## src/rtl/kmeans_pkg.sv

```systemverilog
// rtl/kmeans_pkg.sv - shared k-means widths, centroid type and convergence FSM states
package kmeans_pkg;

    localparam int CORD_WIDTH = 13;
    localparam int CORD_NUM   = 7;
    localparam int CENT_NUM   = 8;
    localparam int DATA_WIDTH = CORD_NUM * CORD_WIDTH;
    localparam int IDX_WIDTH  = 3;

    typedef logic [DATA_WIDTH-1:0] centroid_t;

    typedef enum logic [1:0] {
        IDLE,
        COLLECT,
        DONE
    } state_t;

endpackage

```

## src/rtl/centroid_distance_cmp.sv

```systemverilog
// rtl/centroid_distance_cmp.sv - flags a centroid whose coordinates moved beyond the threshold
module centroid_distance_cmp
    import kmeans_pkg::*;
(
    input  centroid_t             old_centroid,
    input  centroid_t             new_centroid,
    input  logic [CORD_WIDTH-1:0] threshold,
    output logic                  moved
);

    logic [CORD_NUM-1:0] over;

    for (genvar k = 0; k < CORD_NUM; k++) begin : g_coord
        logic [CORD_WIDTH-1:0] old_c;
        logic [CORD_WIDTH-1:0] new_c;
        logic [CORD_WIDTH-1:0] mag;

        assign old_c   = old_centroid[k*CORD_WIDTH +: CORD_WIDTH];
        assign new_c   = new_centroid[k*CORD_WIDTH +: CORD_WIDTH];
        // Subtracting the smaller from the larger keeps the magnitude within 13 bits.
        assign mag     = (old_c > new_c) ? (old_c - new_c) : (new_c - old_c);
        assign over[k] = (mag > threshold);
    end

    assign moved = |over;

endmodule

```

## src/rtl/convergence_check_block.sv

```systemverilog
// rtl/convergence_check_block.sv - collects new centroids, updates the bank and reports convergence
module convergence_check_block
    import kmeans_pkg::*;
(
    input  logic                  clk,
    input  logic                  rst,
    input  logic                  start_iter,
    input  logic [CORD_WIDTH-1:0] threshold,
    input  logic                  init_load,
    input  logic [IDX_WIDTH-1:0]  init_idx,
    input  centroid_t             init_centroid,
    input  logic                  new_valid,
    input  centroid_t             new_centroid,
    input  logic [IDX_WIDTH-1:0]  cent_cnt_nxt_block,
    input  logic                  divide_by_0,
    input  logic [IDX_WIDTH-1:0]  rd_idx,
    output centroid_t             rd_centroid,
    output logic                  iter_done,
    output logic                  converged,
    output logic [CENT_NUM-1:0]   empty_mask,
    output logic                  dup_error
);

    centroid_t             bank [CENT_NUM];
    state_t                state;
    state_t                state_nxt;
    logic [CENT_NUM-1:0]   rx_mask;
    logic [CENT_NUM-1:0]   idx_bit;
    logic                  moved_q;
    logic [CORD_WIDTH-1:0] thr_q;
    centroid_t             old_centroid;
    logic                  beat;
    logic                  beat_moved;
    logic                  beat_last;

    assign rd_centroid  = bank[rd_idx];
    assign old_centroid = bank[cent_cnt_nxt_block];
    assign idx_bit      = CENT_NUM'(1) << cent_cnt_nxt_block;
    // A restart in the same cycle as a beat discards the beat.
    assign beat         = (state == COLLECT) && new_valid && !start_iter;
    assign beat_last    = beat && (&(rx_mask | idx_bit));

    centroid_distance_cmp u_cmp (
        .old_centroid (old_centroid),
        .new_centroid (new_centroid),
        .threshold    (thr_q),
        .moved        (beat_moved)
    );

    always_comb begin
        state_nxt = state;
        iter_done = 1'b0;
        case (state)
            IDLE:    if (start_iter) state_nxt = COLLECT;
            COLLECT: if (beat_last) state_nxt = DONE;
            DONE: begin
                iter_done = 1'b1;
                state_nxt = IDLE;
            end
            default: state_nxt = IDLE;
        endcase
    end

    always_ff @(posedge clk or posedge rst) begin
        if (rst) begin
            state      <= IDLE;
            rx_mask    <= '0;
            moved_q    <= 1'b0;
            thr_q      <= '0;
            empty_mask <= '0;
            dup_error  <= 1'b0;
            converged  <= 1'b0;
            for (int i = 0; i < CENT_NUM; i++) begin
                bank[i] <= '0;
            end
        end else begin
            state <= state_nxt;
            if (start_iter && (state != DONE)) begin
                rx_mask    <= '0;
                moved_q    <= 1'b0;
                empty_mask <= '0;
                dup_error  <= 1'b0;
                converged  <= 1'b0;
                thr_q      <= threshold;
            end else if (beat) begin
                rx_mask <= rx_mask | idx_bit;
                if (rx_mask[cent_cnt_nxt_block]) begin
                    dup_error <= 1'b1;
                end
                if (divide_by_0) begin
                    empty_mask[cent_cnt_nxt_block] <= 1'b1;
                end else begin
                    moved_q                  <= moved_q | beat_moved;
                    bank[cent_cnt_nxt_block] <= new_centroid;
                end
                // Resolve the verdict on the completing beat so it is valid alongside iter_done.
                if (beat_last) begin
                    converged <= !(moved_q || (beat_moved && !divide_by_0));
                end
            end
            if ((state == IDLE) && init_load) begin
                bank[init_idx] <= init_centroid;
            end
        end
    end

endmodule

```

## config.mk

```make
export PLATFORM = sky130hd
export DESIGN_NAME = convergence_check_block
export DESIGN_NICKNAME = d
export VERILOG_FILES = /design/src/rtl/kmeans_pkg.sv /design/src/rtl/centroid_distance_cmp.sv /design/src/rtl/convergence_check_block.sv
export SDC_FILE = /design/constraint.sdc
export NUM_CORES = 2
export LEC_CHECK = 0
export CORE_MARGIN = 2
export CORE_UTILIZATION = 60
export CTS_CLUSTER_SIZE = 40
export DETAILED_ROUTE_END_ITERATION = 10
export PLACE_DENSITY = 0.8
export REMOVE_ABC_BUFFERS = 1
export SYNTH_ARGS = -nofsm -noshare
export SYNTH_HDL_FRONTEND = slang
export SYNTH_SLANG_ARGS = --single-unit
```

## constraint.sdc

```tcl
create_clock -name clk -period 41.7 [get_ports clk]
set_input_delay 12.51 -clock clk [delete_from_list [all_inputs] [get_ports clk]]
set_output_delay 12.51 -clock clk [all_outputs]
set_load 0.05 [all_outputs]
```

==> run summary <==
Most instantiated flip-flop cell in the synthesis netlist: sky130_fd_sc_hd__dfrtp_1. The core region is 91,520 um^2. The synthesized design spends more area on one cell type than any other, namely sky130_fd_sc_hd__dfrtp_1. The worst IR drop on VDD was 38.07 uV. Counting flops with a built-in enable in the synthesized netlist gives 0. The floorplan step defined a die boundary enclosing 94,700 um^2. The critical path launch point type was an input pin.

Clock latency on the worst-skew pair, taken at its later pin, is 0.68 ns. In this run the worst path has a maximum fanout of 64. For the worst setup path, the data arrival time is 16.43 ns. The analysis attributes to cell leakage a power of 26.58 nW. In this run the tightest slew margin relative to its limit is 20.84%. The number of instances in the placed design is 6,966.

In the final routed layout, each cell accounts on average for 24.13 um. The H-tree was split into 3 levels. The post-CTS setup buffer count was 0.

At the end of routability-driven placement, the weighted congestion stood at 0.9242. Counting every instance in the synthesized netlist gives 5,933. The min-delay analysis places its worst path in the category reg -> reg.

The placement row count is 111. The routed layout has 46,680 vias. For this configuration, the core starts out at a cell density of 60.48%. sky130_fd_sc_hd__nand2_1 is the most common cell in the netlist.

The launching point of the worst reg2reg path is bank[521]. The worst-margin pin slew came out at 1.187 ns. Once layout is done, the placed cells without fillers occupy 61,580 um^2.

The end of the worst register-to-register path is converged. For the total count of hold-check failures in the final report, the log shows 0. The category of the critical setup timing path was in -> out. Counting instances in the post-synthesis netlist gives the leading cell types as sky130_fd_sc_hd__nand2_1, sky130_fd_sc_hd__o21ai_0, sky130_fd_sc_hd__dfrtp_1, sky130_fd_sc_hd__mux2i_1, sky130_fd_sc_hd__a21oi_1.

The critical path goes through buf_8, buf_4, buf_4, mux4_2, mux2_2, clkdlybuf4s50_1. Total of max-cap violations: 0. Entering global routing, the biggest net connects 183 pins. Largest incremental delay on the critical path: 0.86 ns. The synthesized netlist occupies a cell area of 55,360 um^2. For the worst-case clock skew, the log shows 0.02241 ns. At the placement stage, the worst setup path has a slack of 12.69 ns. For this run, design rule violations remaining after detail routing come to 0. Worst min-delay path endpoint: state[0].

The via density per instance came out at 6.537. For the deepest clock path buffer count, the log shows 3. Once detail routing completed, the nets flagged for antenna violations numbered 0. Setup repair after global routing left no endpoint under its margin. In the post-synthesis netlist, the biggest area contributors are sky130_fd_sc_hd__dfrtp_1, sky130_fd_sc_hd__mux4_2, sky130_fd_sc_hd__mux2i_1.

Placed standard-cell area: 58,520 um^2. STA classifies the critical path endpoint as an output port. For the count of nets after finishing, the log shows 6,358. The area taken by flip-flops and latches is 19,070 um^2. The number of antenna violations at the first check in global routing was 24.

The top cell type's share of synthesized area came out at 34.45%. For this run, the top clock speed supported by timing is 0.03456 GHz. The flow ran to the end, and the final reports show no timing, DRC or antenna violations. After synthesis, the share of flip-flops with an asynchronous set or reset is 100.0%. The total overflow left after global routing is 0. The ratio of cells with drive above 1 in the final layout was 12.01%. After legalization and detailed placement, the total HPWL measured 105.6 mm. The power density relative to cell area came out at 46.01 nW/um^2. The number of clock sinks seen by CTS is 762, and the final instance count without filler cells is 7,140. The max-slew violation count came out at 0. In this design, the critical path's most frequently occurring cell is sky130_fd_sc_hd__buf_4.

The number of gates resized after CTS was 0. Setup slack on the worst reg-to-reg path comes out at 35.10 ns. A synthesized cell averages 9.330 um^2.

TritonCTS built the clock tree. Sequential area share after synthesis: 34.45%. The final number of setup-violating endpoints is 0, and the multi-input logic area is 33,450 um^2. The tools report the synthesis warning total as 0. In this run the horizontal extent of the chip is 307.7 um.

In this run the tool buffered the top-level ports with 311 buffer cells. The first global-routing pass estimated 267.8 mm of wire. Synthesis inferred 762 register bits. The worst path meets setup with 12.76 ns of slack.

The worst-case reg-to-reg path depth works out to 21. Slowest cell on the critical path: sky130_fd_sc_hd__buf_4. During I/O placement, the number of pins put on the boundary was 312.

STA puts the critical path data required time at 29.19 ns. For this block, the initial DRC count from the detailed router was 5,058. The final critical-path required period came out at 28.94 ns. Worst hold path startpoint: state[1].

From bottom edge to top edge, the die measures 307.7 um. The share of the cycle needed by the critical path after routing came out at 69.40%. The number of global-route vias before repair is 46,480.

The cell depth of the worst min-delay path works out to 1. Counting the buffers created by CTS gives 86. The layout overhead on the synthesized area is 11.25%.

The tree is rooted in a sky130_fd_sc_hd__clkbuf_16. After clock tree synthesis, the clock-pin slew on the worst setup and hold paths is 0.06 ns. After clock tree synthesis, the flow added hold-fix buffers numbering 0. Before antenna repair, the detailed router went through 8 iterations. The number of different library cells used by synthesis comes to 75. In the final timing run, aggregate negative setup slack is 0 ns. Global routing usage summed across all routing layers: 36.39%.

Summed over all layers, the routed wires come to 172.3 mm. After filler insertion, the fill cell instance count of the layout stands at 7,034.
[critical path: cells and delay by family]
family | cells | cell delay (ns)
mux | 2 | 0.89
buf+inv | 4 | 2.94
[cell families after synthesis]
kind of cell	after synthesis	synth area share [%]
adder cells (fa/ha/maj)	280	6.519
XOR/XNOR	76	1.202
AO/OA/AOI/OAI	1442	14.07
flip-flops	762	34.45
buffers and inverters	755	5.341
AND/OR/NAND/NOR	1642	12.27
multiplexers	976	26.15
[worst max-delay path by stage]
stage,from,endpoint,slack [ns],depth (start not counted)
floorplan,rst,bank[0],7.80,1
global placement,rd_idx[0],rd_centroid[20],12.78,6
detailed placement,rd_idx[0],rd_centroid[25],12.69,6
CTS,rd_idx[0],rd_centroid[20],12.68,6
global route,rd_idx[0],rd_centroid[37],12.47,6
finish,rd_idx[0],rd_centroid[26],12.76,6
[area by class of cell]
cell class,instances,share of cell area (%)
Clock buffer,112,3.998
Multi-Input combinational cell,4416,54.31
Tap cell,1186,2.410
Sequential cell,762,30.96
Timing Repair Buffer,368,5.892
Clock inverter,45,0.9102
Antenna cell,17,0.06908
Inverter,234,1.443
[sequential cells by signal, summed over array words and instances, names as in the netlist]
register    cells
thr_q          13
empty_mask      8
rx_mask         8
state           2
converged       1
dup_error       1
bank          728
moved_q         1
[layout by cell type (no fill, tap or decap), types with 7 or more instances in the layout]
cell type                         instances
sky130_fd_sc_hd__mux2_2                 101
sky130_fd_sc_hd__clkbuf_16               88
sky130_fd_sc_hd__a221oi_1                 7
sky130_fd_sc_hd__diode_2                 17
sky130_fd_sc_hd__o31ai_1                  8
sky130_fd_sc_hd__a21oi_1                430
sky130_fd_sc_hd__o211ai_1                10
sky130_fd_sc_hd__and3_1                   9
sky130_fd_sc_hd__nand3b_1                 7
sky130_fd_sc_hd__buf_4                   53
sky130_fd_sc_hd__nand4_1                 29
sky130_fd_sc_hd__a31oi_1                 22
sky130_fd_sc_hd__mux4_2                 366
sky130_fd_sc_hd__ha_1                   266
sky130_fd_sc_hd__and2_1                  92
sky130_fd_sc_hd__fa_1                    14
sky130_fd_sc_hd__o21a_1                  16
sky130_fd_sc_hd__inv_1                  232
sky130_fd_sc_hd__nor3_1                  29
sky130_fd_sc_hd__clkbuf_8                19
sky130_fd_sc_hd__o21bai_1                12
sky130_fd_sc_hd__a21o_1                  71
sky130_fd_sc_hd__nand3_1                 26
sky130_fd_sc_hd__nor2b_1                 25
sky130_fd_sc_hd__clkbuf_1                 7
sky130_fd_sc_hd__clkdlybuf4s50_1        305
sky130_fd_sc_hd__dfrtp_1                762
sky130_fd_sc_hd__clkinv_2                24
sky130_fd_sc_hd__nand2_1               1004
sky130_fd_sc_hd__bufinv_16               12
sky130_fd_sc_hd__xnor2_1                 42
sky130_fd_sc_hd__xor2_1                  34
sky130_fd_sc_hd__nand2b_1                13
sky130_fd_sc_hd__nor2_1                 368
sky130_fd_sc_hd__mux2i_1                509
sky130_fd_sc_hd__o21ai_0                806
[power breakdown]
group          switching (mW)  internal (mW)
registers               0.112          0.880
logic                   0.547          0.470
clock network           0.333          0.490
total                   0.992           1.84
[through the flow]
step | power [mW] | hold WS [ns] | utilization (%)
2_1_floorplan | 1.698 | 0.4568 | -
3_3_place_gp | 1.960 | 0.4696 | 63.94
3_5_place_dp | 2.001 | 0.4833 | 63.94
4_1_cts | 2.827 | 0.4911 | 67.24
5_1_grt | 2.981 | 0.5169 | 67.26
6_report | 2.833 | 0.4949 | 67.29
[per-layer routing]
metal	share of wire (%)	global-route usage, %	wire length [um]
met3	11	8.299	18460
met2	46	56.82	79370
met4	4.3	16.22	7333
met5	0.071	0	122
met1	39	48.76	67010
Note: power is estimated with default switching activity, not from simulation.
